<file path="config.mk">
export PLATFORM = sky130hd
export DESIGN_NAME = keypad_matrix_scanner
export DESIGN_NICKNAME = d
export VERILOG_FILES = /design/src/rtl/keypad_matrix_scanner.sv
export SDC_FILE = /design/constraint.sdc
export NUM_CORES = 1
export LEC_CHECK = 0
export CAP_MARGIN = 15
export CORE_UTILIZATION = 25
export CTS_BUF_LIST = sky130_fd_sc_hd__clkbuf_8
export CTS_CLUSTER_DIAMETER = 150
export DETAILED_ROUTE_END_ITERATION = 6
export MAX_ROUTING_LAYER = met4
export PLACE_DENSITY = 0.45
export SYNTH_ARGS = -nofsm -noshare
export SYNTH_HDL_FRONTEND = slang
export SYNTH_SLANG_ARGS = --single-unit
</file>
<file path="constraint.sdc">
create_clock -name clock -period 6.43 [get_ports clock]
set_clock_uncertainty 0.15 [all_clocks]
set_input_delay 1.6075 -clock clock [delete_from_list [all_inputs] [get_ports clock]]
set_output_delay 1.6075 -clock clock [all_outputs]
set_load 0.02 [all_outputs]
</file>
<file path="src/rtl/keypad_matrix_scanner.sv">
// 4x4 key matrix scanner: rotates a one-hot-low column drive, debounces whole-matrix snapshots
// and strobes a key code per clean single-key press. Auto-repeat under KEYPAD_AUTOREPEAT_EN.
module keypad_matrix_scanner #(
  parameter int unsigned SCAN_DIV           = 1000,
  parameter int unsigned DEBOUNCE_SCANS     = 4,
  parameter int unsigned REPEAT_DELAY_SCANS = 50,
  parameter int unsigned REPEAT_RATE_SCANS  = 10
) (
  input  logic       clock,
  input  logic       reset,
  input  logic [3:0] rows,
  output logic [3:0] columns,
  output logic [3:0] keyCode,
  output logic       keyValid,
  output logic       keyHeld
);
  localparam int unsigned DivW = (SCAN_DIV > 1) ? $clog2(SCAN_DIV) : 1;
  localparam int unsigned StW  = $clog2(DEBOUNCE_SCANS + 1);
  localparam logic [DivW-1:0] DivLast = DivW'(SCAN_DIV - 1);
  localparam logic [StW-1:0]  StMax   = StW'(DEBOUNCE_SCANS);

  logic [3:0]      r_rows_meta, r_rows_sync;
  logic [DivW-1:0] r_div;
  logic [3:0]      r_columns;
  logic [15:0]     r_snap, r_prev, r_deb;
  logic [StW-1:0]  r_stable;
  logic            r_scan_end;
  logic [3:0]      r_key_code;
  logic            r_key_valid, r_key_held;

  logic            w_term;
  logic [1:0]      w_col;
  logic [3:0]      w_col_next;
  logic [StW-1:0]  w_stable_next;
  logic            w_deb_load, w_deb_change, w_one_hot, w_press, w_repeat;
  logic [15:0]     w_deb_next;
  logic [3:0]      w_code;

  assign w_term = (r_div == DivLast);

  always_comb begin
    w_col      = 2'd0;
    w_col_next = 4'b1110;
    case (r_columns)
      4'b1110: begin w_col = 2'd0; w_col_next = 4'b1101; end
      4'b1101: begin w_col = 2'd1; w_col_next = 4'b1011; end
      4'b1011: begin w_col = 2'd2; w_col_next = 4'b0111; end
      4'b0111: begin w_col = 2'd3; w_col_next = 4'b1110; end
      default: ;
    endcase
  end

  // Snapshot bit col*4+row maps to key code {row, col}.
  always_comb begin
    w_code = 4'd0;
    for (int i = 0; i < 16; i++) begin
      if (r_snap[i]) w_code = {2'(i % 4), 2'(i / 4)};
    end
  end

  assign w_stable_next = (r_snap != r_prev) ? StW'(1) :
                         (r_stable == StMax) ? StMax : r_stable + StW'(1);
  assign w_deb_load    = r_scan_end && (w_stable_next == StMax);
  assign w_deb_next    = w_deb_load ? r_snap : r_deb;
  assign w_deb_change  = w_deb_load && (r_snap != r_deb);
  assign w_one_hot     = (r_snap != 16'h0) && ((r_snap & (r_snap - 16'd1)) == 16'h0);
  assign w_press       = w_deb_load && (r_deb == 16'h0) && w_one_hot;

`ifdef KEYPAD_AUTOREPEAT_EN
  localparam int unsigned RepMax = (REPEAT_DELAY_SCANS > REPEAT_RATE_SCANS) ?
                                   REPEAT_DELAY_SCANS : REPEAT_RATE_SCANS;
  localparam int unsigned RepW   = $clog2(RepMax + 1);

  logic            r_rep_active, r_rep_first;
  logic [RepW-1:0] r_rep_cnt;
  logic [RepW-1:0] w_rep_target, w_rep_cnt_inc;

  assign w_rep_target  = r_rep_first ? RepW'(REPEAT_DELAY_SCANS) : RepW'(REPEAT_RATE_SCANS);
  assign w_rep_cnt_inc = r_rep_cnt + RepW'(1);
  assign w_repeat      = r_scan_end && r_rep_active && !w_deb_change &&
                         (w_rep_cnt_inc == w_rep_target);

  always_ff @(posedge clock or posedge reset) begin
    if (reset) begin
      r_rep_active <= 1'b0;
      r_rep_first  <= 1'b1;
      r_rep_cnt    <= '0;
    end else if (w_deb_change) begin
      // Only a freshly accepted press arms the repeat counter.
      r_rep_active <= w_press;
      r_rep_first  <= 1'b1;
      r_rep_cnt    <= '0;
    end else if (r_scan_end && r_rep_active) begin
      if (w_repeat) begin
        r_rep_cnt   <= '0;
        r_rep_first <= 1'b0;
      end else begin
        r_rep_cnt   <= w_rep_cnt_inc;
      end
    end
  end
`else
  assign w_repeat = 1'b0;
`endif

  always_ff @(posedge clock or posedge reset) begin
    if (reset) begin
      r_rows_meta <= 4'hF;
      r_rows_sync <= 4'hF;
      r_div       <= '0;
      r_columns   <= 4'b1110;
      r_snap      <= 16'h0;
      r_prev      <= 16'h0;
      r_deb       <= 16'h0;
      r_stable    <= '0;
      r_scan_end  <= 1'b0;
      r_key_code  <= 4'd0;
      r_key_valid <= 1'b0;
      r_key_held  <= 1'b0;
    end else begin
      r_rows_meta <= rows;
      r_rows_sync <= r_rows_meta;
      if (w_term) begin
        r_div     <= '0;
        r_columns <= w_col_next;
        r_snap[{w_col, 2'b00} +: 4] <= ~r_rows_sync;
      end else begin
        r_div     <= r_div + DivW'(1);
      end
      // Snapshot is complete the cycle after column 3 is sampled.
      r_scan_end <= w_term && (r_columns == 4'b0111);
      if (r_scan_end) begin
        r_stable <= w_stable_next;
        r_prev   <= r_snap;
      end
      r_deb       <= w_deb_next;
      r_key_held  <= |w_deb_next;
      r_key_valid <= w_press | w_repeat;
      if (w_press) r_key_code <= w_code;
    end
  end

  assign columns  = r_columns;
  assign keyCode  = r_key_code;
  assign keyValid = r_key_valid;
  assign keyHeld  = r_key_held;

endmodule
</file>
==> qor.csv <==
metric,value,unit
grt_use_total,11.2,%
wl_per_cell,14.2,um
cts_buffers,9,
drt_drc_violations_left,0,
clock_latency,0.36,ns
grt_pass1_wl,13.1,mm
stdcell_count,540,
final.setup.tns,0,ns
crit_chain,clkdlybuf4s50_1,
synth_area,3790,sq um
nNetsFinal,365,
dpl.cell_count,524,
grt_pass1_vias,2484,
die_h,125,um
min_path_type,reg -> reg,
clockBufferDepth,2,
rsz0062_at_grt,false,
clk_pin_slew,0.09,ns
power.switching,0.000207,W
status,"complete, no violations",
start_util,25.9,%
max_stage_delay,0.64,ns
postSynthAreaPerCell,11.0,sq um
relSlewSlack,42.0,%
cp_max_fo,9,
cp_data_arrival_time,1.63,ns
cts-resized-gates,0,
p_int,0.000666,W
cts_sinks,80,
hpwl,5.12,mm
startpoint_type,register,
finalMaxSlewViolations,0,
yosysWarningCount,0,
clock_power_share,40.1,%
power_leakage,1.93,nW
ys_types,46,
ys.flop_type,dfrtp_1,
gp_congestion,0.747,
drive_above_1_share,19.1,%
cpMaxStageDelayCell,clkdlybuf4s50_1,
grt_max_degree,52,
final_hold_viol_count,0,
ios,16,
p_total,0.000872,W
drv_cap,0,
p_comb_share,1.5,%
ant_nets,0,
drt-initial-drc-count,124,
synth_edf_count,0,
grt-ovfl-total,0,
die_x,125,um
worst_setup_path_end_kind,primary output,
critPathKind,reg -> out,
routed_wl,7.69,mm
dr.pass1.iters,6,
required,4.67,ns
htreeDepth,3,
portBuffers,15,
synthCells,345,
core,14600,sq um
dr_total_vias,2537,
period_needed,3.39,ns
vdd_drop_max,0.130,mV
vias_per_cell,4.70,
p_per_area,203,nW/um^2
worst_path_dominant_cell_family,buffers and inverters,
antenna_cells,0,
seq_power_share,58.4,%
dieArea,15700,sq um
cts_tree,yes,
ctsHoldBuffers,0,
async_flop_share,100,%
setup_viol,0,
cts.root.buffer_cell,clkbuf_8,
hold_ws,0.208,ns
clock.fmax,0.295,GHz
syn_nets,359,
worstMarginPinSlew,0.869,ns
yosysSeqAreaShare,53.2,%
fp-row-count,44,
antenna_found_initial,0,
synth-seq-cells,80,
min_period_over_period,52.7,%
fin_util,29.3,%
area_delta_synth_final,13.2,%
post_cts_buffers,0,
p_sw_share,23.7,%
crit_buf_inv,1,
routing by layer:
metal | global-route usage (%) | up-vias | part of all wire (%)
met5 | - | - | 0
met4 | 4.16 | 0 | 1.5
met3 | 2.95 | 10 | 3.0
met2 | 17.1 | 36 | 47
met1 | 14.3 | 1253 | 49
li1 | - | 1238 | -
cell usage after synthesis (all sizes together) (3+ instances only):
cell type | number | area [sq um]
a21oi | 8 | 40.0
nor3 | 8 | 40.0
nor2b | 4 | 25.0
xnor2 | 13 | 114
mux2 | 32 | 360
nand2 | 42 | 158
dfrtp | 69 | 1730
o21ai | 10 | 50.1
o31ai | 20 | 150
ha | 8 | 100
clkbuf | 20 | 75.1
nor2 | 17 | 63.8
nor4 | 10 | 77.6
nand3 | 9 | 45.0
xor2 | 12 | 105
dfstp | 11 | 289
nand3b | 3 | 22.5
inv | 11 | 41.3
nand4 | 5 | 31.3
stage by stage:
stage,cell area (sq um),setup WS (ns)
after detailed placement,4100,3.15
after global placement,4100,3.17
after floorplan,3790,2.64
final,4290,3.04
after CTS,4290,3.01
after global routing,4290,2.98
path summary, 6_finish.rpt:
path,start,to,slack (ns),cells after the start
setup / recovery,columns[3],columns[3],3.04,1
hold / removal,r_rows_meta[3],r_rows_sync[3],0.21,0
setup reg to reg,r_snap[3],keyCode[1],3.54,6
hold reg to reg,r_rows_meta[3],r_rows_sync[3],0.21,0
max in group asynchronous,reset,r_rows_sync[0],3.65,3
min in group asynchronous,reset,r_div[3],1.57,2
cell type report:
class,count,area (sq um)
clock inverter,6,51.3
tap,184,230
sequential,80,2020
timing repair buffer,17,165
fill,1527,10400
clock buffer,10,138
multi-input combinational,232,1650
inverter,11,42.5
layout by cell type (no fill, tap or decap), types with 3 or more instances in the layout:
cell | Yosys | routed
dfrtp_1 | 69 | 69
nand2_1 | 42 | 42
mux2_2 | 32 | 32
o31ai_1 | 20 | 20
nor2_1 | 17 | 17
clkdlybuf4s50_1 | 0 | 15
xnor2_1 | 13 | 13
xor2_1 | 12 | 12
dfstp_2 | 11 | 11
inv_1 | 11 | 10
o21ai_0 | 10 | 10
clkbuf_8 | 0 | 10
nand3_1 | 9 | 9
nor4_1 | 9 | 9
a21oi_1 | 8 | 8
ha_1 | 8 | 8
nor3_1 | 8 | 7
nand4_1 | 5 | 5
nor2b_1 | 4 | 4
nand3b_1 | 3 | 3
clkinv_4 | 0 | 3
power by group through the flow:
stage          clock network [W]   logic (W)  registers, W
2_1_floorplan                  0  0.00000726      0.000518
3_3_place_gp                   0   0.0000140      0.000519
3_5_place_dp                   0   0.0000142      0.000519
4_1_cts                 0.000367   0.0000142      0.000510
5_1_grt                 0.000388   0.0000155      0.000510
6_report                0.000350   0.0000130      0.000509
kinds of logic after synthesis:
| kind of cell | synth area share, % |
|---|---|
| AOI/OAI and AO/OA | 10.8 |
| DFF | 53.2 |
| muxes | 9.51 |
| and+or+nand+nor | 14.4 |
| buffers and inverters | 3.50 |
| xor gates and xnor gates | 5.78 |
| adders and majority gates | 2.90 |
state kept, by name, summed over array words and instances (netlist names):
| name | count |
|---|---|
| columns | 4 |
| keyHeld | 1 |
| r_scan_end | 1 |
| r_div | 10 |
| keyCode | 4 |
| r_rows_meta | 4 |
| r_prev | 16 |
| r_stable | 3 |
| r_rows_sync | 4 |
| r_snap | 16 |
| keyValid | 1 |
| r_deb | 16 |
Power figures use the tool's default switching activity.
